--- src/rtl/seg7_pkg.sv ---
// Shared constants and the hex-to-segment table for the 7-segment scan driver.
package seg7_pkg;

    localparam logic [7:0] SEG_OFF = 8'hFF;
    localparam logic [7:0] AN_OFF  = 8'hFF;

    typedef enum logic {
        SLOT_GHOST,
        SLOT_ACTIVE
    } slot_phase_e;

    // Active-low {g,f,e,d,c,b,a}
    function automatic logic [6:0] hex_to_seg(input logic [3:0] v);
        logic [6:0] s;
        case (v)
            4'h0: s = 7'h40;
            4'h1: s = 7'h79;
            4'h2: s = 7'h24;
            4'h3: s = 7'h30;
            4'h4: s = 7'h19;
            4'h5: s = 7'h12;
            4'h6: s = 7'h02;
            4'h7: s = 7'h78;
            4'h8: s = 7'h00;
            4'h9: s = 7'h10;
            4'hA: s = 7'h08;
            4'hB: s = 7'h03;
            4'hC: s = 7'h46;
            4'hD: s = 7'h21;
            4'hE: s = 7'h06;
            default: s = 7'h0E;
        endcase
        return s;
    endfunction

endpackage

--- src/rtl/seg7_hex_decode.sv ---
// Combinational hex nibble to active-low 7-segment pattern.
module seg7_hex_decode
    import seg7_pkg::*;
(
    input  logic [3:0] hex,
    output logic [6:0] seg
);

    always_comb begin
        seg = hex_to_seg(hex);
    end

endmodule

--- src/rtl/seg7_scan_driver.sv ---
// Time-multiplexed 7-segment scan driver: frame-coherent snapshot, ghost blanking,
// leading-zero suppression and blinking, registered glitch-free AN/SEG outputs.
module seg7_scan_driver
    import seg7_pkg::*;
#(
    parameter int unsigned N_DIGITS     = 8,
    parameter int unsigned SCAN_DIV     = 50000,
    parameter int unsigned GHOST_CYC    = 500,
    parameter int unsigned BLINK_FRAMES = 250,
    parameter bit          LZ_BLANK     = 1'b1
) (
    input  logic                    CP,
    input  logic                    CR,
    input  logic [4*N_DIGITS-1:0]   digits,
    input  logic [N_DIGITS-1:0]     dp_in,
    input  logic [N_DIGITS-1:0]     blank_mask,
    input  logic [N_DIGITS-1:0]     blink_mask,
    output logic [N_DIGITS-1:0]     AN,
    output logic [7:0]              SEG,
    output logic                    frame_start
);

    localparam int unsigned DW = $clog2(SCAN_DIV);
    localparam int unsigned IW = $clog2(N_DIGITS);
    localparam int unsigned FW = (BLINK_FRAMES > 1) ? $clog2(BLINK_FRAMES) : 1;

    logic [DW-1:0]           div_cnt;
    logic [IW-1:0]           idx;
    logic [FW-1:0]           frame_cnt;
    logic                    blink_ph;
    logic [4*N_DIGITS-1:0]   snap_digits;
    logic [N_DIGITS-1:0]     snap_dp;
    logic [N_DIGITS-1:0]     snap_blank;
    logic [N_DIGITS-1:0]     snap_blink;

    logic                    slot_end;
    logic                    frame_end;
    slot_phase_e             phase;
    logic [3:0]              nib;
    logic                    dp_sel;
    logic                    blank_sel;
    logic                    blink_sel;
    logic                    upper_nz;
    logic [6:0]              dec_seg;
    logic [N_DIGITS-1:0]     an_nxt;
    logic [7:0]              seg_nxt;

    always_comb begin
        slot_end  = (div_cnt == DW'(SCAN_DIV - 1));
        frame_end = slot_end && (idx == IW'(N_DIGITS - 1));
        phase     = (div_cnt < DW'(GHOST_CYC)) ? SLOT_GHOST : SLOT_ACTIVE;
    end

    // Select the snapshot fields of the current slot; upper_nz covers digits idx..top.
    always_comb begin
        nib       = 4'h0;
        dp_sel    = 1'b0;
        blank_sel = 1'b0;
        blink_sel = 1'b0;
        upper_nz  = 1'b0;
        for (int unsigned i = 0; i < N_DIGITS; i++) begin
            if (idx == IW'(i)) begin
                nib       = snap_digits[4*i +: 4];
                dp_sel    = snap_dp[i];
                blank_sel = snap_blank[i];
                blink_sel = snap_blink[i];
            end
            if ((IW'(i) >= idx) && (snap_digits[4*i +: 4] != 4'h0)) begin
                upper_nz = 1'b1;
            end
        end
    end

    seg7_hex_decode u_dec (
        .hex (nib),
        .seg (dec_seg)
    );

    // A suppressed leading zero with its dp requested shows the dp alone.
    always_comb begin
        an_nxt  = AN_OFF[N_DIGITS-1:0];
        seg_nxt = SEG_OFF;
        if (phase == SLOT_ACTIVE) begin
            for (int unsigned i = 0; i < N_DIGITS; i++) begin
                an_nxt[i] = (idx != IW'(i));
            end
            if (blank_sel || (blink_sel && blink_ph)) begin
                seg_nxt = SEG_OFF;
            end else if (LZ_BLANK && (idx != '0) && !upper_nz) begin
                seg_nxt = {~dp_sel, 7'h7F};
            end else begin
                seg_nxt = {~dp_sel, dec_seg};
            end
        end
    end

    always_ff @(posedge CP or negedge CR) begin
        if (!CR) begin
            div_cnt     <= '0;
            idx         <= '0;
            frame_cnt   <= '0;
            blink_ph    <= 1'b0;
            snap_digits <= '0;
            snap_dp     <= '0;
            snap_blank  <= '0;
            snap_blink  <= '0;
            AN          <= AN_OFF[N_DIGITS-1:0];
            SEG         <= SEG_OFF;
            frame_start <= 1'b0;
        end else begin
            div_cnt     <= slot_end ? '0 : div_cnt + DW'(1);
            frame_start <= frame_end;
            AN          <= an_nxt;
            SEG         <= seg_nxt;
            if (slot_end) begin
                idx <= (idx == IW'(N_DIGITS - 1)) ? '0 : idx + IW'(1);
            end
            if (frame_end) begin
                snap_digits <= digits;
                snap_dp     <= dp_in;
                snap_blank  <= blank_mask;
                snap_blink  <= blink_mask;
                if (frame_cnt == FW'(BLINK_FRAMES - 1)) begin
                    frame_cnt <= '0;
                    blink_ph  <= ~blink_ph;
                end else begin
                    frame_cnt <= frame_cnt + FW'(1);
                end
            end
        end
    end

endmodule

--- config.mk ---
export PLATFORM = sky130hd
export DESIGN_NAME = seg7_scan_driver
export DESIGN_NICKNAME = d
export VERILOG_FILES = /design/src/rtl/seg7_pkg.sv /design/src/rtl/seg7_hex_decode.sv /design/src/rtl/seg7_scan_driver.sv
export SDC_FILE = /design/constraint.sdc
export NUM_CORES = 1
export LEC_CHECK = 0
export ABC_AREA = 1
export CAP_MARGIN = 0
export CELL_PAD_IN_SITES_DETAIL_PLACEMENT = 1
export CELL_PAD_IN_SITES_GLOBAL_PLACEMENT = 2
export CORE_MARGIN = 4
export CORE_UTILIZATION = 32
export DETAILED_ROUTE_END_ITERATION = 8
export PLACE_DENSITY = 0.83
export SLEW_MARGIN = 10
export SYNTH_ARGS = -nofsm -noshare
export SYNTH_HDL_FRONTEND = slang
export SYNTH_SLANG_ARGS = --single-unit
export TNS_END_PERCENT = 10
--- constraint.sdc ---
create_clock -name CP -period 3.2 [get_ports CP]
set_input_delay 0.64 -clock CP [delete_from_list [all_inputs] [get_ports CP]]
set_output_delay 0.64 -clock CP [all_outputs]
set_load 0.01 [all_outputs]
; ---- Word-level counts from Yosys, hierarchy flattened
; Memories as Yosys holds them, arrays and structs flattened.
; Index checks and enable logic that the tools add are counted.
[word_totals]
regBits = 101
rom_bits = 112
memories = 1
[classes]
n_addsub = 3
magnitude_cmp = 9
eq_ne = 16
mux = 47
n_bitwise = 2
n_reduce_logical = 24
[mem_list]
columns = memory, depth, width, rd, rd_clocked_by_memory_dff, write_ports, line
row1 = (no name shown), 16, 7, 1, 0, 0, seg7_pkg.sv:15  ; case (v)
[ops]
columns = op, count
row1 = $mux W1, 32
row2 = $mux W4, 8
row3 = $mux W8, 4
row4 = $reduce_bool A4 Y1, 8
row5 = $add A16 B1 Y16 const B, 1
row6 = $eq A16 B16 Y1 const B, 1
row7 = $lt A16 B9 Y1 const B, 1
row8 = $mux W16, 1
row9 = $eq A3 B3 Y1 const B, 4
row10 = $ge A3 B3 Y1 const A, 4
row11 = $ne A3 B3 Y1 const B, 4
row12 = $logic_and A1 B1 Y1, 11
row13 = $add A8 B1 Y8 const B, 1
row14 = $eq A8 B8 Y1 const B, 1
row15 = $mux W7, 1
row16 = $eq A3 B2 Y1 const B, 2
row17 = $ge A1 B3 Y1 const A, 2
row18 = $ge A2 B3 Y1 const A, 2
row19 = $ne A3 B2 Y1 const B, 2
row20 = $add A3 B1 Y3 const B, 1
row21 = $eq A3 B1 Y1 const B, 1
row22 = $logic_not A3 Y1, 1
row23 = $mux W3, 1
row24 = $ne A3 B1 Y1 const B, 1
row25 = 5 further kinds, 6

; ---- Longest topological paths before layout
[depth]
depth_word = 15
mapped_depth = 18
mapped_depth_nobuf = 17

; ---- Cells and area by module
; A second synthesis with hierarchy kept.
[hier_totals]
hier_cells = 674
area_unflattened_um2 = 5196.2
[modules_own_cells]
columns = mod, instances, cells_each, area_per_inst_um2
row1 = seg7_scan_driver, 1, 625, 4922.2
row2 = seg7_hex_decode, 1, 49, 274.0

; ---- Worst setup path after synthesis
; Ideal clock, no wire load.
[synth_path]
kind = register -> register
from = register idx[1]
to = register SEG[5]
arrival_time_ns = 2.259
setup_slack_ns = 0.854
path_stages_with_launch = 15
path_buffers = 1
synth_period_minus_slack_ns = 2.346
path_cell_list = dfrtp_1 > ha_1 > ha_1 > inv_1 > clkbuf_1 > nand2_1 > inv_1 > nand2_1 > nand2_1 > inv_1 > ha_1 > nand3_1 > nand2_1 > nand2_1 > nand3_1
[synth_via]
elab_chain_len = 15
elab_cells_between_ends = 65
[synth_rtl]
columns = item, line
row1 = from (decl), seg7_scan_driver.sv:28  ; logic [IW-1:0] idx;
row2 = from (signal assigned), seg7_scan_driver.sv:116  ; idx <= (idx == IW'(N_DIGITS - 1)) ? '0 : idx + IW'(1);
row3 = "parallel branches: the longest is 13 deep, another holds $mem_v2 Z16 W7", -
row4 = $mux W8 (*), seg7_scan_driver.sv:87  ; if (blank_sel || (blink_sel && blink_ph)) begin
row5 = $mux W8 (*), seg7_scan_driver.sv:83  ; if (phase == SLOT_ACTIVE) begin
row6 = via seg_nxt[5], seg7_scan_driver.sv:46  ; logic [7:0] seg_nxt;
row7 = to (signal assigned), seg7_scan_driver.sv:114  ; SEG <= seg_nxt;
row8 = to (decl), seg7_scan_driver.sv:19  ; output logic [7:0] SEG,
; Mark *: on every way through the listed nets, which the timed path passes.
; A chain may end at the register's enable or synchronous reset.

; ---- Worst setup path in the final report
[layout_path]
from = register idx[1]
to = register SEG[3]
; The elaborated chain is that of the path after synthesis.

==> run metrics <==
top_reg_cell synth=dfrtp_1; Slew Limit Fails=0; CTS root buffer=clkbuf_16; status=finished, final reports clean; fin area=6570 sq um; CTS buffer count=9; Initial Util=0.331; Layout Nets=826; Placed Area=about 6300 sq um; maxcap violations=0; Pleak=between 3 and 4 nW; VDD IR-drop max=between 200 and 300 uV; Clock transition at path regs=around 0.070 ns; Final min period=2.67 ns; initial antenna violation count=0; TNS Setup=0 ns; GR Overflow Total=0; post-CTS sizing=0; period utilization=0.834; synth top area cells=dfrtp_1 40%, nand2_1 20%, dfstp_2 7.9%, inv_1 4.6%, nand3_1 4.1%; routed vias=roughly 4700; Setup CP Type=reg -> reg; Port Buffer Count=74; Sink Count=slightly above 100; WL final=14900 um; class of the worst hold path=in -> async; vias per std cell=around 4.8; Ys Warns=0; post-synthesis net count=approximately 750; H-tree depth=3; fmax=roughly 370 MHz; average routed wire per standard cell=~15 um; worst path required time=roughly 3.5 ns; Layout Area Growth over Synthesis=23.5%; Core Area=16100 sq um; final hold vios=0; worst rel slew slack=0.608; Final ANT Viol Nets=0; CTS hold repair buffers=0; GPL Wtd Cong=between 0.8 and 0.9; FFs w/ async S/R, synth=1.00; first-pass GRT wire length=approximately 25000 um; Worst EP arrival=~3 ns; top cells by count, synth=284 x nand2_1, 85 x dfrtp_1, 65 x inv_1; metal1 wirelength=6890 um; CP max FO=7; proportion of netlist area held by the largest area contributor=0.400; FP Rows=46; startpoint types=flop; 1st-pass router iterations=4; Total Routing Usage GR=0.172; final count of negative-setup-slack endpoints=0; Post-Syn Instances=roughly 680; most frequent cell after synthesis=nand2_1; share of cells above drive strength 1=0.105; top layer used by detailed routing=met4; Power Density=between 300 and 400 nW/um^2; Synth Area per Inst=a little under 8 sq um; Worst-Margin Slew=between 0.5 and 0.6 ns; Ant. Diodes=0; DR DRC count=0; post-DP HPWL=11500 um; Setup Skew=around 0.010 ns; met3 routed WL=505 um; metal2 WL=7240 um; top-level port count=between 70 and 80; Die Y=137 um; vias in the first global route=5133; FF+latch count, synth=101; setup bufs post-CTS=0; latest clock arrival within the worst-skew pair=~0.36 ns; sequential element share of the synthesized area=0.479; Synth area leader=dfrtp_1; library cells used by synthesis=41; mapped cell area=approximately 5300 sq um; number of flops mapped to enable cells by yosys=0; maximum clock path buffer count=2; CTS tree=built; Die X=approximately 140 um; CP Capture Type=flop; largest net degree at the start of global routing=59; unrepaired setup endpoints after global routing=no; Die Footprint=18700 sq um; number of DRC markers in iteration 0=around 140
power by group:
part / total, mW / switching, mW / internal, mW
Combinational: 0.0968 / 0.0345 / 0.0623
Clock: 1.08 / 0.506 / 0.571
Sequential: 1.28 / 0 / 1.28
cell usage in the layout (no fill, tap or decap), types with 5 or more instances in the layout:
master	count
a21oi_1	18
buf_4	5
clkbuf_16	9
clkdlybuf4s50_1	73
dfrtp_1	85
dfstp_2	16
ha_1	14
inv_1	65
inv_2	7
nand2_1	284
nand2_2	8
nand2_4	5
nand3_1	44
nand4_1	7
nor2_1	29
nor3_1	6
nor4_1	11
o21ai_0	27
flip-flops by register name (all words and copies together) (netlist names):
signal	count
snap_digits	32
snap_blank	8
div_cnt	16
frame_cnt	8
snap_blink	8
snap_dp	8
SEG	8
blink_ph	1
AN	8
frame_start	1
idx	3
final timing paths:
path	startpoint	cells after the start	slack [ns]	end
max in group asynchronous	CR	2	2.16	AN[7]
max	idx[1]	17	0.53	SEG[3]
min	CR	1	0.28	snap_blank[2]
max reg2reg	idx[1]	17	0.53	SEG[3]
min reg2reg	snap_blank[5]	2	0.47	snap_blank[5]
min in group CP	snap_blank[5]	2	0.47	snap_blank[5]
per-layer routing:
metal / up-vias / track usage
met5: - / 0
met4: 0 / 0.0510
met3: 16 / 0.0386
met2: 76 / 0.295
met1: 2278 / 0.218
li1: 2284 / -
worst max-delay path: stages, from the launching register on:
cell,delay (ns)
dfrtp_1,0.51
inv_2,0.19
ha_1,0.28
nand2_1,0.16
inv_1,0.21
nand2_1,0.07
nand2_1,0.06
clkinv_1,0.06
nand3_1,0.08
nand2_1,0.06
nand2_1,0.06
nand2_1,0.18
inv_1,0.17
ha_1,0.18
nand3_1,0.12
nand2_1,0.09
nand2_1,0.05
nand3_1,0.08
stage by stage:
step	util	setup WS (ns)	total power, mW	hold WS [ns]	cells
final	0.409	0.533	2.45	0.281	975
after global routing	0.409	0.219	2.55	0.332	975
after CTS	0.409	0.525	2.49	0.297	975
after detailed placement	0.391	0.581	1.40	0.466	959
after global placement	0.391	0.643	1.40	0.454	959
after floorplan	-	0.854	1.30	0.344	681
layout make-up:
| cell class | instances | area, sq um |
|---|---|---|
| sequential | 101 | 2550 |
| clock inverter | 5 | 35.0 |
| timing repair buffer | 80 | 808 |
| inverter | 74 | 283 |
| tap | 216 | 270 |
| clock buffer | 11 | 253 |
| multi-input combinational | 488 | 2370 |
| fill | 1927 | 9490 |
logic make-up (layout without fill, tap and decap cells):
family	after synthesis	count (layout)	synth area share
simple gates	412	412	0.341
buf+inv	92	170	0.0767
flops	101	101	0.479
compound gates	57	57	0.0619
fa+ha+maj	14	14	0.0329
xor+xnor	5	5	0.00824
Power figures use the tool's default switching activity.
